`src/rtl/bpu_ras_pkg.sv`:
```
// rtl/bpu_ras_pkg.sv - shared return-address-stack types and target-type encodings
package bpu_ras_pkg;

    localparam int RAS_DEPTH  = 8;
    localparam int RAS_ADDR_W = 32;
    localparam int RAS_PTR_W  = $clog2(RAS_DEPTH);
    localparam int RAS_CNT_W  = $clog2(RAS_DEPTH + 1);

    localparam logic [1:0] BPU_TARGET_NPC    = 2'd0;
    localparam logic [1:0] BPU_TARGET_CALL   = 2'd1;
    localparam logic [1:0] BPU_TARGET_RETURN = 2'd2;
    localparam logic [1:0] BPU_TARGET_OTHER  = 2'd3;

    // Snapshot carried down the pipe with every prediction.
    typedef struct packed {
        logic [RAS_PTR_W-1:0] ptr;
        logic [RAS_CNT_W-1:0] cnt;
    } ras_ckpt_t;

endpackage

```
`src/rtl/bpu_ras_lutram.sv`:
```
// rtl/bpu_ras_lutram.sv - single-write, async-read LUT RAM holding RAS entries
module bpu_ras_lutram #(
    parameter int DEPTH = 8,
    parameter int WIDTH = 32,
    parameter int AW    = $clog2(DEPTH)
) (
    input  logic             clk,
    input  logic             we,
    input  logic [AW-1:0]    waddr,
    input  logic [WIDTH-1:0] wdata,
    input  logic [AW-1:0]    raddr,
    output logic [WIDTH-1:0] rdata
);

    logic [WIDTH-1:0] mem [DEPTH];

    always_ff @(posedge clk) begin
        if (we) begin
            mem[waddr] <= wdata;
        end
    end

    assign rdata = mem[raddr];

endmodule

```
`src/rtl/bpu_ras.sv`:
```
// rtl/bpu_ras.sv - checkpointed return address stack with committed-state recovery
module bpu_ras
    import bpu_ras_pkg::*;
#(
    parameter int DEPTH  = 8,
    parameter int ADDR_W = 32,
    localparam int PTR_W = $clog2(DEPTH),
    localparam int CNT_W = $clog2(DEPTH + 1)
) (
    input  logic              clk,
    input  logic              rst,
    input  logic              stall_i,
    input  logic              push_i,
    input  logic              pop_i,
    input  logic [ADDR_W-1:0] push_addr_i,
    output logic [ADDR_W-1:0] top_o,
    output logic              top_valid_o,
    output logic [PTR_W-1:0]  ckpt_ptr_o,
    output logic [CNT_W-1:0]  ckpt_cnt_o,
    input  logic              miss_i,
    input  logic [1:0]        miss_type_i,
    input  logic [PTR_W-1:0]  miss_ptr_i,
    input  logic [CNT_W-1:0]  miss_cnt_i,
    input  logic [ADDR_W-1:0] miss_pc_i,
    input  logic              commit_push_i,
    input  logic              commit_pop_i,
    input  logic              flush_i
);

    localparam logic [PTR_W-1:0] PTR_ONE = PTR_W'(1);
    localparam logic [CNT_W-1:0] CNT_ONE = CNT_W'(1);
    localparam logic [CNT_W-1:0] CNT_MAX = CNT_W'(DEPTH);

    logic [PTR_W-1:0]  ptr_q, ptr_d, cptr_q;
    logic [CNT_W-1:0]  cnt_q, cnt_d, ccnt_q;
    logic [PTR_W-1:0]  ptr_dec;
    logic              wr_en;
    logic [PTR_W-1:0]  wr_addr;
    logic [ADDR_W-1:0] wr_data;
    logic [ADDR_W-1:0] rd_data;

    assign ptr_dec = ptr_q - PTR_ONE;

    // Priority: flush > correction > stall > push/pop; correction owns the write port.
    always_comb begin
        ptr_d   = ptr_q;
        cnt_d   = cnt_q;
        wr_en   = 1'b0;
        wr_addr = ptr_q;
        wr_data = push_addr_i;
        if (flush_i) begin
            ptr_d = cptr_q;
            cnt_d = ccnt_q;
        end else if (miss_i) begin
            case (miss_type_i)
                BPU_TARGET_CALL: begin
                    wr_en   = 1'b1;
                    wr_addr = miss_ptr_i;
                    wr_data = miss_pc_i + ADDR_W'(4);
                    ptr_d   = miss_ptr_i + PTR_ONE;
                    cnt_d   = (miss_cnt_i >= CNT_MAX) ? CNT_MAX : miss_cnt_i + CNT_ONE;
                end
                BPU_TARGET_RETURN: begin
                    ptr_d = miss_ptr_i - PTR_ONE;
                    cnt_d = (miss_cnt_i == '0) ? '0 : miss_cnt_i - CNT_ONE;
                end
                default: begin
                    ptr_d = miss_ptr_i;
                    cnt_d = miss_cnt_i;
                end
            endcase
        end else if (!stall_i) begin
            if (push_i && pop_i) begin
                wr_en   = 1'b1;
                wr_addr = ptr_dec;
            end else if (push_i) begin
                wr_en = 1'b1;
                ptr_d = ptr_q + PTR_ONE;
                cnt_d = (cnt_q == CNT_MAX) ? CNT_MAX : cnt_q + CNT_ONE;
            end else if (pop_i) begin
                // Pointer moves even when empty to keep slot alignment.
                ptr_d = ptr_dec;
                cnt_d = (cnt_q == '0) ? '0 : cnt_q - CNT_ONE;
            end
        end
    end

    always_ff @(posedge clk) begin
        if (rst) begin
            ptr_q  <= '0;
            cnt_q  <= '0;
            cptr_q <= '0;
            ccnt_q <= '0;
        end else begin
            ptr_q <= ptr_d;
            cnt_q <= cnt_d;
            if (commit_push_i && !commit_pop_i) begin
                cptr_q <= cptr_q + PTR_ONE;
                ccnt_q <= (ccnt_q == CNT_MAX) ? CNT_MAX : ccnt_q + CNT_ONE;
            end else if (commit_pop_i && !commit_push_i) begin
                cptr_q <= cptr_q - PTR_ONE;
                ccnt_q <= (ccnt_q == '0) ? '0 : ccnt_q - CNT_ONE;
            end
        end
    end

    bpu_ras_lutram #(
        .DEPTH (DEPTH),
        .WIDTH (ADDR_W),
        .AW    (PTR_W)
    ) u_stack (
        .clk   (clk),
        .we    (wr_en && !rst),
        .waddr (wr_addr),
        .wdata (wr_data),
        .raddr (ptr_dec),
        .rdata (rd_data)
    );

    assign top_o       = (cnt_q == '0) ? '0 : rd_data;
    assign top_valid_o = (cnt_q != '0);
    assign ckpt_ptr_o  = ptr_q;
    assign ckpt_cnt_o  = cnt_q;

endmodule

```
`config.mk`:
```
export PLATFORM = sky130hd
export DESIGN_NAME = bpu_ras
export DESIGN_NICKNAME = d
export VERILOG_FILES = /design/src/rtl/bpu_ras_pkg.sv /design/src/rtl/bpu_ras_lutram.sv /design/src/rtl/bpu_ras.sv
export SDC_FILE = /design/constraint.sdc
export NUM_CORES = 1
export LEC_CHECK = 0
export CAP_MARGIN = 40
export CORE_MARGIN = 2
export CORE_UTILIZATION = 57
export CTS_CLUSTER_SIZE = 25
export DETAILED_ROUTE_END_ITERATION = 8
export GPL_ROUTABILITY_DRIVEN = 0
export PLACE_DENSITY_LB_ADDON = 0.08
export SLEW_MARGIN = 0
export SYNTH_ARGS = -nofsm -noshare
export SYNTH_HDL_FRONTEND = slang
export SYNTH_SLANG_ARGS = --single-unit
```
`constraint.sdc`:
```
create_clock -name clk -period 5.1 [get_ports clk]
set_input_delay 1.02 -clock clk [delete_from_list [all_inputs] [get_ports clk]]
set_output_delay 1.02 -clock clk [all_outputs]
set_load 0.02 [all_outputs]
```
==> results.json <==
{
  "grt_util_all_layers_pct": 25.5,
  "yosys.area.top_type": "edfxtp_1",
  "path_class": "register to output port",
  "async_flop_share_pct": 0,
  "clk_pin_slew_worst_paths_ns": 0.06,
  "tritoncts": "built",
  "ctsLongestPathBuffers": 3,
  "drt-total-wl_um": 27700,
  "synth_area_leaders": "edfxtp_1 63%, mux4_2 12%, nand2_1 3.8%",
  "cp.required_ns": 4.08,
  "hp-class": "register to register",
  "grt_pass1_vias": 7764,
  "syn_avg_cell_area_um2": 14.8,
  "numCtsBuffers": 28,
  "rr_worst_depth": 7,
  "synth_fp_nets": 916,
  "n_antenna_cell": 0,
  "ant_nets": 0,
  "rsz0062_at_grt": "no",
  "power_switching_share_pct": 25.0,
  "combPwrFrac_pct": 18.3,
  "p_seq_share_pct": 45.6,
  "layout_setup_ws_ns": 0.611,
  "period_share_pct": 88.0,
  "leakage_uw": 0.00484,
  "yosysMostFrequentCell": "edfxtp_1",
  "dp_worst_setup_slack_ns": 0.997,
  "synth_cell_types": 64,
  "pwr-share-clk_pct": 36.2,
  "yosys_warnings": 0,
  "drive_gt1_share_pct": 15.2,
  "status": "finished clean",
  "synth-edff-count": 256,
  "cts_setup_buffers": 0,
  "grt_pass1_wl_um": 43300,
  "utilization_pct": 69.8,
  "die_area_um2": 22500,
  "relSlewSlack_pct": 38.7,
  "vias": 7512,
  "drc": 0,
  "initial_core_util_pct": 57.9,
  "cp-start-kind": "register",
  "synth_cells": 819,
  "crit_path_max_fanout": 40,
  "htree_levels": 1,
  "area_delta_synth_final_pct": 20.5,
  "coreArea_um2": 21000,
  "worstMarginPinSlew_ns": 0.909,
  "hold_path_depth": 2,
  "grt_max_degree": 41,
  "synthTopCellsByCount": "256 x edfxtp_1, 122 x nand2_1, 64 x mux4_2",
  "setup-tns-final_ns": 0,
  "fin_area_um2": 14600,
  "vdd_drop_max_v": 0.000373,
  "viasPerCell": 6.06,
  "syn_area_um2": 12100,
  "ctsResizeCount": 0,
  "cts.sinks": 270,
  "layout.nets": 1042,
  "cap_violations": 0,
  "synth_top_area_share_pct": 63.3,
  "hold_viol": 0,
  "ys_seq_area_share_pct": 65.6,
  "place_hpwl_um": 17400,
  "rows": 53,
  "slew_violations": 0,
  "die_x_um": 150,
  "end_kind": "output port",
  "p_int_uw": 4090,
  "placed_area_um2": 13700,
  "ioPinCount": 122,
  "cts_root_buf": "clkbuf_16",
  "p_sw_uw": 1370,
  "portBuffers": 121,
  "finalCriticalPeriod_ns": 4.49,
  "wl_per_cell_um": 22.3,
  "p_per_area_nw_per_um2": 373,
  "cts_hold_buf": 0,
  "finClkSkew_ns": 0.0117,
  "firstDrtPassIters": 5,
  "cp.arrival_ns": 3.47,
  "synthFlopType": "edfxtp_1",
  "grt-ovfl-total": 0,
  "setup_violations": 0,
  "fmax_mhz": 223,
  "drt_iter0_markers": 696,
  "die_h_um": 150,
  "insertion_delay_ns": 0.53,
  "synth_seq_cells": 270,
  "antenna_found_initial": 0
}
## flip-flops by register name, summed over array words and instances (netlist names)
register / flops
ccnt_q: 4
ckpt_cnt_o: 4
ckpt_ptr_o: 3
cptr_q: 3
u_stack.mem: 256
## cell type report
cell class                      instances  area, um2
Clock buffer                           33        741
Clock inverter                         16        155
Fill cell                            1462       6320
Inverter                               22       82.6
Multi-Input combinational cell        482       3940
Sequential cell                       270       7970
Tap cell                              275        344
Timing Repair Buffer                  141       1400
## cells in the final DEF (no fill, tap or decap), types with 6 or more instances in the layout
| cell | synthesis | routed |
|---|---|---|
| a21oi_1 | 49 | 49 |
| and3_1 | 9 | 9 |
| inv_1 | 21 | 21 |
| ha_1 | 13 | 12 |
| nor2_2 | 0 | 8 |
| nand2_1 | 122 | 122 |
| buf_4 | 5 | 15 |
| nand3_1 | 15 | 15 |
| clkdlybuf4s50_1 | 0 | 121 |
| clkinv_2 | 0 | 6 |
| o21ai_1 | 15 | 15 |
| nand4_1 | 12 | 12 |
| clkbuf_16 | 0 | 29 |
| xor2_1 | 25 | 24 |
| nor2_1 | 34 | 26 |
| edfxtp_1 | 256 | 256 |
| xnor2_1 | 15 | 14 |
| o21ai_0 | 22 | 22 |
| dfxtp_1 | 14 | 13 |
| a211oi_1 | 6 | 6 |
| mux4_2 | 64 | 64 |
## routing by layer
layer  track usage, %  share of wire, %  up-vias
met4             5.94               1.5        0
met2             42.6                50      301
met1             37.0                42     3764
met3             2.59               6.0       31
li1                 -                 -     3416
met5                0                 0        -
## final timing paths
check                                  start                            to  slack, ns
setup / recovery  ckpt_ptr_o[0]$_SDFFE_PP0P_                     top_o[20]       0.61
hold reg to reg   ckpt_ptr_o[1]$_SDFFE_PP0P_    ckpt_ptr_o[1]$_SDFFE_PP0P_       0.51
setup reg to reg  ckpt_ptr_o[1]$_SDFFE_PP0P_  u_stack.mem[0][24]$_DFFE_PP_       2.34
hold / removal    ckpt_ptr_o[1]$_SDFFE_PP0P_    ckpt_ptr_o[1]$_SDFFE_PP0P_       0.51
## critical path: stages, from the launching register on
cell and delay (ns):
dfxtp_4 0.34, buf_4 0.46, buf_4 0.75, mux4_2 0.59, nand2_1 0.08, a21oi_1 0.10
clkdlybuf4s50_1 0.59
## power by group through the flow
stage	Clock [uW]	Sequential [uW]	Combinational [uW]
floorplan	0	2530	588
CTS	2000	2490	1010
global route	2090	2490	1080
detailed placement	0	2530	1000
finish	1980	2490	997
global placement	0	2530	982
## per-stage QoR
step                      cells  hold WS [ns]  power [uW]
after floorplan             819         0.459        3120
final                      1239         0.511        5460
after global routing       1239         0.542        5660
after detailed placement   1189         0.498        3540
after CTS                  1238         0.510        5490
after global placement     1188         0.476        3510
## logic make-up (layout without fill, tap and decap cells)
group	Yosys count	in the layout	synth area share (%)
adders and majority gates	15	15	1.67
xor gates and xnor gates	40	40	2.89
AOI/OAI and AO/OA	124	124	6.01
DFF	270	270	65.6
muxes	68	68	12.2
and+or+nand+nor	235	235	9.27
buffers and inverters	67	212	2.32
Power figures use the tool's default switching activity.
